$ cat config.mk
export PLATFORM = sky130hd
export DESIGN_NAME = button_debounce_reader
export DESIGN_NICKNAME = d
export VERILOG_FILES = /design/src/rtl/button_debounce_reader.sv
export SDC_FILE = /design/constraint.sdc
export NUM_CORES = 1
export LEC_CHECK = 0
export ABC_AREA = 0
export CAP_MARGIN = 0
export CORE_MARGIN = 2
export CORE_UTILIZATION = 51
export DETAILED_ROUTE_END_ITERATION = 8
export GPL_TIMING_DRIVEN = 0
export PLACE_DENSITY_LB_ADDON = 0.25
export SLEW_MARGIN = 20
export SYNTH_ARGS = -nofsm -noshare
export SYNTH_HDL_FRONTEND = slang
export SYNTH_SLANG_ARGS = --single-unit
$ cat constraint.sdc
create_clock -name clk -period 1.9 [get_ports clk]
set_input_delay 0.38 -clock clk [delete_from_list [all_inputs] [get_ports clk]]
set_output_delay 0.38 -clock clk [all_outputs]
set_load 0.02 [all_outputs]
$ cat src/rtl/button_debounce_reader.sv
// Button input: 2-flop synchronizer, debounce FSM, press counter and pulses.
// Define BUTTON_LONG_PRESS_EN to add the long-press hold timer and long_pulse.
module button_debounce_reader #(
    parameter int unsigned DEBOUNCE_CYCLES   = 1000000,
    parameter int unsigned LONG_PRESS_CYCLES = 50000000,
    parameter bit          ACTIVE_LOW        = 1'b1,
    parameter int unsigned CNT_W             = 8
) (
    input  logic             clk,
    input  logic             rst_n,
    input  logic             btn_raw,
    output logic             btn_level,
    output logic             press_pulse,
    output logic             release_pulse,
    output logic             long_pulse,
    output logic [CNT_W-1:0] press_count
);
    localparam int unsigned     DW       = $clog2(DEBOUNCE_CYCLES);
    localparam logic [DW-1:0]   DEB_LAST = DW'(DEBOUNCE_CYCLES - 1);

    typedef enum logic [1:0] {
        RELEASED,
        PRESS_WAIT,
        PRESSED,
        RELEASE_WAIT
    } state_t;

    state_t          state;
    logic [DW-1:0]   deb_cnt;
    logic            sync1;
    logic            sync2;
    logic            btn_act;
    logic            press_accept;

    if (DEBOUNCE_CYCLES < 2 || LONG_PRESS_CYCLES < 2) begin : g_param_check
        $error("button_debounce_reader: cycle parameters must be >= 2");
    end

    always_ff @(posedge clk or negedge rst_n) begin
        if (!rst_n) begin
            sync1 <= ACTIVE_LOW;
            sync2 <= ACTIVE_LOW;
        end else begin
            sync1 <= btn_raw;
            sync2 <= sync1;
        end
    end

    assign btn_act      = sync2 ^ ACTIVE_LOW;
    assign press_accept = (state == PRESS_WAIT) && btn_act && (deb_cnt == DEB_LAST);

    always_ff @(posedge clk or negedge rst_n) begin
        if (!rst_n) begin
            state         <= RELEASED;
            deb_cnt       <= '0;
            btn_level     <= 1'b0;
            press_pulse   <= 1'b0;
            release_pulse <= 1'b0;
            press_count   <= '0;
        end else begin
            press_pulse   <= 1'b0;
            release_pulse <= 1'b0;
            case (state)
                RELEASED: begin
                    if (btn_act) begin
                        state   <= PRESS_WAIT;
                        deb_cnt <= '0;
                    end
                end
                PRESS_WAIT: begin
                    if (!btn_act) begin
                        state   <= RELEASED;
                        deb_cnt <= '0;
                    end else if (deb_cnt == DEB_LAST) begin
                        state       <= PRESSED;
                        deb_cnt     <= '0;
                        btn_level   <= 1'b1;
                        press_pulse <= 1'b1;
                        press_count <= press_count + 1'b1;
                    end else begin
                        deb_cnt <= deb_cnt + 1'b1;
                    end
                end
                PRESSED: begin
                    if (!btn_act) begin
                        state   <= RELEASE_WAIT;
                        deb_cnt <= '0;
                    end
                end
                RELEASE_WAIT: begin
                    // Bounce back to PRESSED keeps btn_level high and the count untouched.
                    if (btn_act) begin
                        state   <= PRESSED;
                        deb_cnt <= '0;
                    end else if (deb_cnt == DEB_LAST) begin
                        state         <= RELEASED;
                        deb_cnt       <= '0;
                        btn_level     <= 1'b0;
                        release_pulse <= 1'b1;
                    end else begin
                        deb_cnt <= deb_cnt + 1'b1;
                    end
                end
                default: begin
                    state   <= RELEASED;
                    deb_cnt <= '0;
                end
            endcase
        end
    end

`ifdef BUTTON_LONG_PRESS_EN
    localparam int unsigned   LW        = $clog2(LONG_PRESS_CYCLES);
    localparam logic [LW-1:0] HOLD_LAST = LW'(LONG_PRESS_CYCLES - 1);

    logic [LW-1:0] hold_cnt;
    logic          long_done;

    // Counter saturates at LONG_PRESS_CYCLES-1; long_done limits firing to once per press.
    always_ff @(posedge clk or negedge rst_n) begin
        if (!rst_n) begin
            hold_cnt   <= '0;
            long_done  <= 1'b0;
            long_pulse <= 1'b0;
        end else begin
            long_pulse <= 1'b0;
            if (press_accept) begin
                hold_cnt  <= '0;
                long_done <= 1'b0;
            end else if (state == PRESSED) begin
                if (hold_cnt != HOLD_LAST) begin
                    hold_cnt <= hold_cnt + 1'b1;
                end else if (!long_done) begin
                    long_pulse <= 1'b1;
                    long_done  <= 1'b1;
                end
            end
        end
    end
`else
    logic unused_accept;
    assign unused_accept = press_accept;
    assign long_pulse    = 1'b0;
`endif

endmodule

==> flow_metrics.tcl, run 1 <==
set metrics [dict create \
    drtAntennaViolNets 0 \
    vias 1600 \
    endpoint_kind "register" \
    ios 15 \
    grt_pass1_wl_microns 7383 \
    yosysWarnings 0 \
    min_period_ns 1.936 \
    cp_max_fo 8 \
    clock_latency_ns 0.33 \
    drc 0 \
    antenna_found_initial 0 \
    synth_edf_count 0 \
    numCtsBuffers 5 \
    vdd_drop_max_uv 623.8 \
    worstReg2RegStart "deb_cnt[11]" \
    grt_max_degree 21 \
    hold_ws_ns 0.3611 \
    core-area_sq_um 3390 \
    cts_tree "yes" \
    startpoint "deb_cnt[11]" \
    seqCellArea_sq_um 884.6 \
    required_ns 2.12 \
    min_path_type "reg -> reg" \
    placementRows 21 \
    root_buffer "clkbuf_4" \
    ys_seq_area_frac 0.4802 \
    grt_pass1_vias 1580 \
    p_per_area_nw_per_um2 909.6 \
    hold_depth 0 \
    syn_to_final_growth_pct 34.95 \
    r2r_cells 6 \
    cp_top_family "compound AO/OA/AOI/OAI gates" \
    crit_type "reg -> reg" \
    pre_cts_slack_ns -0.1879 \
    overflow 0 \
    arrival_ns 2.16 \
    setup_viol 6 \
    synth_cells 186 \
    r2r_setup_slack_ns -0.04 \
    place_hpwl_microns 2830 \
    multi_input_area_sq_um 1011 \
    crit_chain "nor4_2 -> nand4_1 -> o31a_1 -> buf_6 -> o21ai_2 -> o31ai_2" \
    globalplace.congestion 0.9203 \
    drive_above_1_share 0.3419 \
    wl_per_cell_microns 16.33 \
    dieArea_sq_um 4082 \
    n_fill_cell 230 \
    ctsHtreeMaxLevel 2 \
    finClkSkew_ns 0.006138 \
    critPathMaxStageDelay_ns 0.47 \
    synth_area_leaders "dfrtp_1 (45%), xnor2_1 (3.4%), nand3_1 (3.3%)" \
    ys_ff_latch 35 \
    post_synth_num_cell_types 45 \
    die-height_microns 63.89 \
    ys.flop_type "dfrtp_1" \
    nets 238 \
    n_antenna_cell 0 \
    syn-num-nets 191 \
    slowest_stage "o31a_1" \
    critPathBufInv 1 \
    vias_per_cell 5.714 \
    status "finished, violations left" \
    rsz0062_at_grt "yes" \
    synthArstFlopShare 1.000 \
    drv_cap 0 \
    fmax_ghz 0.5164 \
    dieWidth_microns 63.89 \
    avgSynthCellArea_sq_um 9.835 \
    p_leak_nw 1.095 \
    clkTransAtPathRegs_ns 0.10 \
    first_pass_iters 4 \
    wl_microns 4573 \
    p_total_mw 2.246 \
    port_buffers 13 \
    start_util 0.5397 \
    path_depth 6 \
    track_usage 0.2330 \
    cp-start-kind "register" \
    synth_top_area_share 0.4514 \
    drt_first_iter_violations 67 \
    cts_max_path_buffers 2 \
    cts.sink_count 35 \
    violations "negative setup slack" \
    layout_setup_ws_ns -0.03643 \
    timing.final.crit_share 1.019 \
    synth_area_sq_um 1829 \
    drv_slew 0 \
    hold_violations 0 \
    yosysTopAreaCell "dfrtp_1" \
]
-- stage by stage --
stage / area (sq um) / TNS, ns / cells / utilization
detailed placement: 2044 / -2.368 / 246 / 0.6032
floorplan: 1834 / 0 / 186 / -
global placement: 2022 / -10.15 / 245 / 0.5965
CTS: 2230 / 0 / 263 / 0.6578
finish: 2469 / -0.1621 / 280 / 0.7283
global route: 2469 / -1.085 / 280 / 0.7283
-- layout make-up --
type	instances	area share
multi-input cells	138	0.4095
flip-flops and latches	35	0.3583
repair buffers	42	0.1556
clock buffers	8	0.02788
well taps	46	0.02331
plain buffers	5	0.01622
inverters	6	0.009123
-- how the worst min path moves through the flow --
stage | from | endpoint
final | sync1 | sync2
after global placement | sync1 | sync2
after global routing | sync1 | sync2
after CTS | sync1 | sync2
after detailed placement | rst_n | deb_cnt[9]
after floorplan | rst_n | async pin
-- routing by layer --
layer / GRT usage / up-vias / routed length (microns)
li1: - / 771 / -
met4: 0.08696 / 0 / 44
met1: 0.3067 / 775 / 2025
met2: 0.3854 / 48 / 2275
met3: 0.03873 / 6 / 228
met5: 0 / - / 0
-- where the power goes --
group	switching (mW)	internal, mW	leakage [nW]
Combinational	0.512	0.418	0.587
Sequential	0.0638	0.794	0.469
Clock	0.240	0.218	0.0386
-- cell usage after synthesis, drive strengths merged (2+ instances only) --
cell / count
nand4: 8
nor2: 13
a22o: 3
ha: 2
nand3: 12
nor3b: 2
and3: 4
or2: 3
a21o: 7
dfstp: 2
dfrtp: 33
xnor2: 7
or3: 8
and4: 2
nor4: 9
clkbuf: 3
a21oi: 11
nand2: 15
buf: 4
inv: 6
o21ai: 13
o31ai: 3
mux2i: 2
-- kinds of logic after synthesis --
group / share of synthesized area
AND/OR/NAND/NOR: 0.2551
AO/OA/AOI/OAI: 0.1519
flip-flops: 0.4802
buffers and inverters: 0.04172
XOR/XNOR: 0.03831
multiplexers: 0.01710
adder cells (fa/ha/maj): 0.01368
other: 0.002050
-- cell usage in the layout (no fill, tap or decap), drive strengths merged, types with 2 or more instances in the layout --
cell type and instances:
a21o 7, buf 32, and4 2, clkdlybuf4s50 12
dfrtp 33, or2 3, a22o 3, nor4 9
xnor2 7, nor2 13, o21ai 13, mux2i 2
ha 2, a21oi 11, clkbuf 10, and3 4
inv 6, nand2 15, dfstp 2, nand4 8
nor3b 2, o31ai 3, or3 8, nand3 12
-- worst reg2reg max path, cell delays in order, from the launching register on --
cell,delay (ns)
dfrtp_2,0.46
nor4_2,0.28
nand4_1,0.21
o31a_1,0.47
buf_6,0.20
o21ai_2,0.13
o31ai_2,0.08
-- flip-flops by register name, summed over array words and instances (netlist names), named ones only --
register / flops
sync2: 1
press_count: 8
state: 1
release_pulse: 1
press_pulse: 1
btn_level: 1
deb_cnt: 20
sync1: 1
-- repair_timing --
action,4_1_cts,5_1_grt
setup endpoints to repair,26,26
pin swaps,5,19
gates cloned,1,1
hold endpoints to repair,15,0
hold buffers,1,0
gates resized for setup,12,31
buffers inserted,8,17
No activity file was read; power rests on OpenSTA's default activity.
==> inputs of run 2 (changes only) <==
--- a/config.mk
+++ b/config.mk
@@ -16,3 +16,4 @@
 export SYNTH_ARGS = -nofsm -noshare
 export SYNTH_HDL_FRONTEND = slang
 export SYNTH_SLANG_ARGS = --single-unit
+export TNS_END_PERCENT = 50
==> run 2 against run 1 <==
Effect of this change:
- fmax shrank 1.8%
- final cell count shrank 0.36%
- clock power grew 0.9%
- combinational power shrank 9.1%
- the run still ends with negative setup slack left
- worst hold slack is essentially flat
==> flow_metrics.tcl, run 2 (synthesis results as in run 1) <==
set metrics [dict create \
    status "finished, violations left" \
    violations "negative setup slack" \
    p_total_mw 2.161 \
    setup_viol 5 \
    antenna_found_initial 0 \
    switchingPower_mw 0.7857 \
    clock_latency_ns 0.33 \
    cp-start-kind "register" \
    regToRegEndpoint "deb_cnt[10]" \
    hold_end "sync2" \
    drc 0 \
    nets 237 \
    die-height_microns 63.89 \
    hold_ws_ns 0.3615 \
    finClkSkew_ns 0.007636 \
    hold_depth 0 \
    dieWidth_microns 63.89 \
    vias 1612 \
    seqPwrFrac 0.395 \
    drtAntennaViolNets 0 \
    p_sw_frac 0.3635 \
    fmax_ghz 0.5073 \
    drive_above_1_share 0.3090 \
    place_hpwl_microns 2830 \
    mostFrequentLayoutCell "dfrtp_1" \
    placed_area_sq_um 2044 \
    numCtsBuffers 5 \
    core-area_sq_um 3390 \
    cts_max_path_buffers 2 \
    endpoint_kind "register" \
    worstReg2RegStart "deb_cnt[11]" \
    wl_per_cell_microns 16.16 \
    arrival_ns 2.20 \
    required_ns 2.13 \
    pwr-share-comb 0.391 \
    vdd_drop_max_uv 672.4 \
    n_antenna_cell 0 \
    finalSetupTns_ns -0.1587 \
    cts.sink_count 35 \
    largest_reg_flops 20 \
    wl_met3_microns 218 \
    layout.cells.non_filler 279 \
    overflow 0 \
    rsz0062_at_grt "yes" \
    ios 15 \
    worstHoldStart "sync1" \
    start_util 0.5397 \
    cp_max_fo 7 \
    r2r_setup_slack_ns -0.07 \
    top_regs "deb_cnt: 20 flops, press_count: 8 flops" \
    drv_slew 0 \
    finish.utilization 0.7099 \
    syn_to_final_growth_pct 31.53 \
    p_clk_frac 0.214 \
    grt_pass1_wl_microns 7320 \
    track_usage 0.2307 \
    r2r_cells 6 \
    grt_max_degree 21 \
    timing.final.crit_share 1.037 \
    top_layer "met4" \
    grt_pass1_vias 1570 \
    most-common-layout-cells "dfrtp_1 (28), buf_4 (25), nand2_1 (15)" \
    wl_microns 4508 \
    layout_setup_ws_ns -0.07118 \
    p_per_area_nw_per_um2 898.4 \
    root_buffer "clkbuf_4" \
    met1Wirelength_microns 1959 \
    wl_met2_microns 2261 \
    min_period_ns 1.971 \
    drv_cap 0 \
    ctsHtreeMaxLevel 2 \
    drt_first_iter_violations 112 \
    place_inst 246 \
    p_leak_nw 1.070 \
    internal_power_mw 1.376 \
    dieArea_sq_um 4082 \
    hold_violations 0 \
    vias_per_cell 5.778 \
    globalplace.congestion 0.9203 \
    crit_type "reg -> reg" \
    first_pass_iters 4 \
    clkTransAtPathRegs_ns 0.10 \
    min_path_type "reg -> reg" \
    pre_cts_slack_ns -0.1879 \
    cts_tree "yes" \
    final_design_area_no_fill_sq_um 2406 \
    port_buffers 13 \
    regMostFlops "deb_cnt" \
    placementRows 21 \
]
-- run 2: cell types whose count changed in the layout (fill, tap and decap cells not counted), sizes merged --
cell / delta
buf: -1
-- run 2: worst max path at each step --
stage                     slack, ns         from        endpoint
after CTS                     -0.02        sync2     deb_cnt[11]
after detailed placement      -0.19   deb_cnt[0]     deb_cnt[18]
after global placement        -0.26        rst_n  press_count[1]
after global routing          -0.16        sync2     deb_cnt[11]
after floorplan                0.02  deb_cnt[16]  press_count[1]
final                         -0.07  deb_cnt[11]     deb_cnt[10]
-- run 2: metal layers --
layer	track usage	vias to the layer above
met5	0	-
met4	0.08424	0
met3	0.03873	10
met2	0.3815	51
met1	0.3044	779
li1	-	772
-- run 2: power groups by stage --
stage | logic [mW] | registers (mW) | clock network [mW]
6_report | 0.845 | 0.854 | 0.462
5_1_grt | 0.923 | 0.863 | 0.492
4_1_cts | 0.681 | 0.846 | 0.466
3_5_place_dp | 0.627 | 0.861 | 0
3_3_place_gp | 0.597 | 0.857 | 0
2_1_floorplan | 0.465 | 0.847 | 0
-- run 2: critical path, cell delays in order, from the launching register on --
cell	delay [ns]
dfrtp_2	0.46
nor4_2	0.26
nand4_1	0.21
o31a_1	0.47
buf_4	0.19
nand3b_1	0.07
a21bo_2	0.22
-- run 2: layout make-up --
type                            instances  area (sq um)
Buffer                                  5         40.04
Sequential cell                        35         884.6
Timing Repair Buffer                   41         365.4
Fill cell                             243         983.4
Multi-Input combinational cell        138         967.2
Clock buffer                            8         68.82
Inverter                                6         22.52
Tap cell                               46         57.56
-- run 2: timing repair --
item	4_1_cts	5_1_grt
gates resized for setup	10	20
cloned	1	1
hold buffers	1	0
setup buffers	8	16
pin swaps	5	14
setup endpoints to repair	26	26
hold endpoints to repair	15	0
